## src/rtl/pc_ir_datapath.sv

```systemverilog
// Multicycle MIPS datapath front-end: PC, IR, MDR and ALUOut registers plus a
// wait-state fetch FSM. Optional IR-capture counter under macro INSTR_COUNT_EN.
module pc_ir_datapath #(
    parameter int          Data_Width       = 32,
    parameter int          Opcode_Size      = 6,
    parameter int          Rtypr_Funct_Size = 6,
    parameter logic [31:0] Reset_PC         = 32'h0000_0000
) (
    input  logic                        clk,
    input  logic                        rst,
    input  logic                        PCWrite,
    input  logic                        Branch,
    input  logic                        Zero,
    input  logic [1:0]                  PCSrc,
    input  logic                        IorD,
    input  logic                        IRWrite,
    input  logic [Data_Width-1:0]       ALUResult,
    input  logic [Data_Width-1:0]       MemRData,
    input  logic                        MemReady,
    output logic [Data_Width-1:0]       MemAdr,
    output logic [Data_Width-1:0]       PC,
    output logic [Data_Width-1:0]       Instr,
    output logic [Opcode_Size-1:0]      Opcode,
    output logic [Rtypr_Funct_Size-1:0] Funct,
    output logic [4:0]                  Rs,
    output logic [4:0]                  Rt,
    output logic [4:0]                  Rd,
    output logic [Data_Width-1:0]       SignImm,
    output logic [Data_Width-1:0]       MDR,
    output logic [Data_Width-1:0]       ALUOut,
    output logic                        Stall,
    output logic                        dbg_fetch_state
`ifdef INSTR_COUNT_EN
   ,output logic [31:0]                 InstrCount
`endif
);

    // Handshake: MemRData is accepted on a rising edge only when MemReady=1 in
    // that cycle; while a fetch is outstanding and MemReady=0, Stall=1 tells the
    // control FSM to hold all of its outputs until the data arrives.
    typedef enum logic {
        F_IDLE = 1'b0,
        F_WAIT = 1'b1
    } fetch_state_t;

    fetch_state_t          r_state;
    fetch_state_t          w_next_state;
    logic                  w_stall;
    logic                  w_ir_load;
    logic                  w_pc_en;
    logic [Data_Width-1:0] w_pc_next;
    logic [Data_Width-1:0] w_jump_target;
    logic [Data_Width-1:0] r_pc;
    logic [Data_Width-1:0] r_instr;
    logic [Data_Width-1:0] r_mdr;
    logic [Data_Width-1:0] r_aluout;

    // ---------------- fetch FSM: state register ----------------
    always_ff @(posedge clk) begin
        if (!rst) begin
            r_state <= F_IDLE;
        end else begin
            r_state <= w_next_state;
        end
    end

    // ---------------- fetch FSM: next-state logic ----------------
    always_comb begin
        w_next_state = r_state;
        case (r_state)
            F_IDLE: begin
                if (IRWrite && !MemReady) begin
                    w_next_state = F_WAIT;
                end
            end
            F_WAIT: begin
                if (MemReady) begin
                    w_next_state = F_IDLE;
                end
            end
            default: w_next_state = F_IDLE;
        endcase
    end

    // ---------------- fetch FSM: outputs ----------------
    // IRWrite is only honoured from F_IDLE; in F_WAIT the pending fetch owns the IR.
    always_comb begin
        w_stall   = 1'b0;
        w_ir_load = 1'b0;
        case (r_state)
            F_IDLE: begin
                w_stall   = IRWrite & ~MemReady;
                w_ir_load = IRWrite & MemReady;
            end
            F_WAIT: begin
                w_stall   = ~MemReady;
                w_ir_load = MemReady;
            end
            default: begin
                w_stall   = 1'b0;
                w_ir_load = 1'b0;
            end
        endcase
    end

    // ---------------- PC ----------------
    assign w_pc_en       = PCWrite | (Branch & Zero);
    assign w_jump_target = {r_pc[Data_Width-1:28], r_instr[25:0], 2'b00};

    always_comb begin
        w_pc_next = r_pc;
        case (PCSrc)
            2'b00:   w_pc_next = ALUResult;
            2'b01:   w_pc_next = r_aluout;
            2'b10:   w_pc_next = w_jump_target;
            default: w_pc_next = r_pc;
        endcase
    end

    always_ff @(posedge clk) begin
        if (!rst) begin
            r_pc <= Reset_PC[Data_Width-1:0];
        end else if (w_pc_en && !w_stall) begin
            r_pc <= w_pc_next;
        end
    end

    // ---------------- IR, MDR, ALUOut ----------------
    always_ff @(posedge clk) begin
        if (!rst) begin
            r_instr <= '0;
        end else if (w_ir_load) begin
            r_instr <= MemRData;
        end
    end

    always_ff @(posedge clk) begin
        if (!rst) begin
            r_mdr <= '0;
        end else if (MemReady) begin
            r_mdr <= MemRData;
        end
    end

    // ALUOut freezes with the control FSM so a stalled multi-cycle op keeps its operand.
    always_ff @(posedge clk) begin
        if (!rst) begin
            r_aluout <= '0;
        end else if (!w_stall) begin
            r_aluout <= ALUResult;
        end
    end

`ifdef INSTR_COUNT_EN
    logic [31:0] r_instr_count;

    always_ff @(posedge clk) begin
        if (!rst) begin
            r_instr_count <= '0;
        end else if (w_ir_load) begin
            r_instr_count <= r_instr_count + 32'd1;
        end
    end

    assign InstrCount = r_instr_count;
`endif

    // ---------------- outputs and field decode ----------------
    assign MemAdr          = IorD ? r_aluout : r_pc;
    assign PC              = r_pc;
    assign Instr           = r_instr;
    assign MDR             = r_mdr;
    assign ALUOut          = r_aluout;
    assign Stall           = w_stall;
    assign dbg_fetch_state = r_state;

    assign Opcode  = r_instr[31 -: Opcode_Size];
    assign Funct   = r_instr[Rtypr_Funct_Size-1:0];
    assign Rs      = r_instr[25:21];
    assign Rt      = r_instr[20:16];
    assign Rd      = r_instr[15:11];
    assign SignImm = {{(Data_Width-16){r_instr[15]}}, r_instr[15:0]};

endmodule

```

## config.mk

```make
export PLATFORM = sky130hd
export DESIGN_NAME = pc_ir_datapath
export DESIGN_NICKNAME = d
export VERILOG_FILES = /design/src/rtl/pc_ir_datapath.sv
export SDC_FILE = /design/constraint.sdc
export NUM_CORES = 1
export LEC_CHECK = 0
export CAP_MARGIN = 10
export CORE_ASPECT_RATIO = 0.8
export CORE_MARGIN = 2
export CORE_UTILIZATION = 46
export CTS_BUF_LIST = sky130_fd_sc_hd__clkbuf_8
export DETAILED_ROUTE_END_ITERATION = 10
export PLACE_DENSITY = 0.88
export SLEW_MARGIN = 20
export SYNTH_ARGS = -nofsm -noshare
export SYNTH_HDL_FRONTEND = slang
export SYNTH_SLANG_ARGS = --single-unit
```

## constraint.sdc

```tcl
create_clock -name clk -period 2.7 [get_ports clk]
set_input_delay 0.405 -clock clk [delete_from_list [all_inputs] [get_ports clk]]
set_output_delay 0.405 -clock clk [all_outputs]
set_load 0.01 [all_outputs]
```

==> impl_metrics.py <==
metrics = {
    "power": {
        "powerDensity_mw_per_mm2": 515,
        "vdd_drop_max_mv": 0.312,
        "p_leak_nw": 3.67,
    },
    "detailed_routing": {
        "drt_iter0_markers": 299,
        "wl_per_cell_um": 17.4,
        "via_per_inst": 5.18,
        "dr.pass1.iters": 5,
        "drc": 0,
        "routed_wl_um": 19400,
        "final_antenna_net_count": 0,
        "vias": 5778,
    },
    "cells_and_area": {
        "area_growth_pct": 48.2,
        "drive_gt1_share_pct": 9.41,
        "antenna-diode-count": 0,
        "nNetsFinal": 1000,
        "final_cells": 1115,
        "nFillCells": 1044,
    },
    "clock_network": {
        "cts-root-buf": "clkbuf_8",
        "post_cts_buffers": 0,
        "cts-buffers-inserted": 17,
        "clock_path_buffers": 2,
        "clock-sinks": 129,
        "cts-resized-gates": 0,
        "htreeDepth": 4,
        "clk_latency_ns": 0.44,
        "cts.reportedPaths.clkPinSlew_ns": 0.09,
        "cts_tree": "done",
        "cts_hold_buffers": 0,
    },
    "global_routing": {
        "track_usage_pct": 26.2,
        "grt_start_max_net_pins": 73,
        "use_met2_pct": 46.3,
        "met3_usage_pct": 8.67,
        "grt_pass1_wl_um": 29900,
        "grt-busiest-layer": "met2",
        "grt_pass1_vias": 5644,
        "grt_overflow_total": 0,
        "use_met1_pct": 30.3,
        "antenna_found_initial": 0,
    },
    "status": {
        "outcome": "complete, no violations",
    },
    "synth": {
        "synth-seq-cells": 129,
        "synth_cell_types": 25,
        "synth_common_cells": "160 x nand2_1, 129 x dfxtp_1, 64 x a21boi_0, 64 x mux2i_1, 61 x buf_4",
        "synth_top_area_share_pct": 41.1,
        "synthArstFlopShare_pct": 0,
        "synth_nets": 784,
        "yosysMostFrequentCell": "nand2_1",
        "synth_ff_type": "dfxtp_1",
        "yosysSeqAreaShare_pct": 41.1,
        "avgSynthCellArea_um2": 8.90,
        "synth_edf_count": 0,
        "syn_inst": 706,
        "yosys_warnings": 0,
        "yosys.area.top_type": "dfxtp_1",
        "synth_area_mm2": 0.00628,
        "yosys-top-cells-area": "dfxtp_1 41%, mux2i_1 10%, nand2_1 9.6%, a21boi_0 7.6%, buf_4 7.3%",
    },
    "floorplanning": {
        "core_area_mm2": 0.0135,
        "die-height_um": 109,
        "ios": 295,
        "die_width_um": 135,
        "die-area_mm2": 0.0146,
        "start_util_pct": 46.7,
        "rows": 38,
    },
    "critical_path": {
        "max_stage_delay_ns": 0.58,
        "worstPathCellList": "clkdlybuf4s50_1 > o21bai_4 > inv_2 > clkdlybuf4s50_1",
        "worst_path_most_repeated_cell": "clkdlybuf4s50_1",
        "worst-setup-path-type": "in2out",
        "startpoint_type": "primary input",
        "crit_fanout": 11,
        "cp.arrival_ns": 1.87,
        "cp.required_ns": 2.30,
        "endpoint_kind": "primary output",
        "slowest_stage": "clkdlybuf4s50_1",
    },
    "worst_hold_path": {
        "hp-class": "in2reg",
    },
    "sta": {
        "tns_ns": 0,
        "drv_slew": 0,
        "worst_pin_slew_ns": 0.620,
        "slew_headroom_pct": 58.7,
        "fmax_mhz": 440,
        "fin_crit_ns": 2.27,
        "setup_viol": 0,
        "finClkSkew_ns": 0.0126,
        "finalHoldViolations": 0,
        "rsz0062_at_grt": "no",
        "fin_crit_sh_pct": 84.2,
    },
    "placement": {
        "place_hpwl_um": 13400,
        "place_congestion": 0.814,
        "dpl.cell_count": 1083,
        "io_buffer_count": 294,
    },
    "job": {
        "drv_cap": 0,
    },
}
final timing paths:
| kind | cells after the start | startpoint | endpoint | slack, ns |
|---|---|---|---|---|
| hold reg to reg | 2 | PC[10]$_SDFFE_PN0P_ | PC[10]$_SDFFE_PN0P_ | 0.48 |
| setup / recovery | 4 | IRWrite | Stall | 0.43 |
| setup reg to reg | 5 | dbg_fetch_state$_SDFF_PN0_ | PC[13]$_SDFFE_PN0P_ | 1.01 |
| hold / removal | 2 | rst | ALUOut[5]$_SDFFE_PN0N_ | 0.40 |
cell families (layout without fill, tap and decap cells):
| kind of cell | Yosys count | after routing | synth area share (%) |
|---|---|---|---|
| buffers and inverters | 117 | 346 | 10.9 |
| adder cells (fa/ha/maj) | 4 | 4 | 0.797 |
| flip-flops | 129 | 129 | 41.1 |
| AND/OR/NAND/NOR | 208 | 208 | 14.3 |
| multiplexers | 96 | 96 | 15.9 |
| AO/OA/AOI/OAI | 152 | 152 | 17.0 |
power by group:
group,leakage [nW],internal (mW),switching (mW),total (mW)
clock network,0.176,0.734,0.824,1.56
logic,2.43,0.622,0.477,1.10
registers,1.06,2.02,0.118,2.14
routing by layer:
metal  vias up  part of all wire [%]
li1       2756                     -
met1      2714                    40
met2       276                    49
met3        32                   9.3
met4         0                   1.5
met5         -                     0
critical path, delay by kind of cell:
| kind | cells | cell delay [ns] |
|---|---|---|
| buf+inv | 3 | 1.35 |
| compound gates | 1 | 0.11 |
sequential cells by signal, indices dropped and copies added (netlist names):
signal,flops
dbg_fetch_state,1
ALUOut,32
PC,32
Instr,32
MDR,32
layout make-up:
class	instances	area, um2	share of cell area [%]
clock inverter	15	138	1.48
inverter	3	11.3	0.121
multi-input combinational	460	3030	32.5
tap	180	225	2.42
timing repair buffer	311	3100	33.2
sequential	129	2580	27.7
clock buffer	17	234	2.51
cells in the final DEF, fill, tap and decap left out, types with 26 or more instances in the layout:
cell type / instances
nand2_1: 160
mux2_2: 32
nor2b_1: 38
a22oi_1: 26
a21o_1: 26
a21boi_0: 64
clkdlybuf4s50_1: 291
mux2i_1: 64
dfxtp_1: 129
o21ai_0: 32
per-stage QoR:
step | power [mW] | util, % | setup slack, ns | area (um2) | hold WS [ns]
floorplan | 2.69 | - | 0.908 | 6280 | 0.492
global placement | 3.26 | 66.4 | 0.449 | 8940 | 0.459
detailed placement | 3.28 | 66.4 | 0.409 | 8940 | 0.473
CTS | 4.82 | 69.2 | 0.420 | 9310 | 0.395
global route | 5.01 | 69.2 | 0.363 | 9310 | 0.409
finish | 4.80 | 69.2 | 0.426 | 9310 | 0.405
Power figures use the tool's default switching activity.
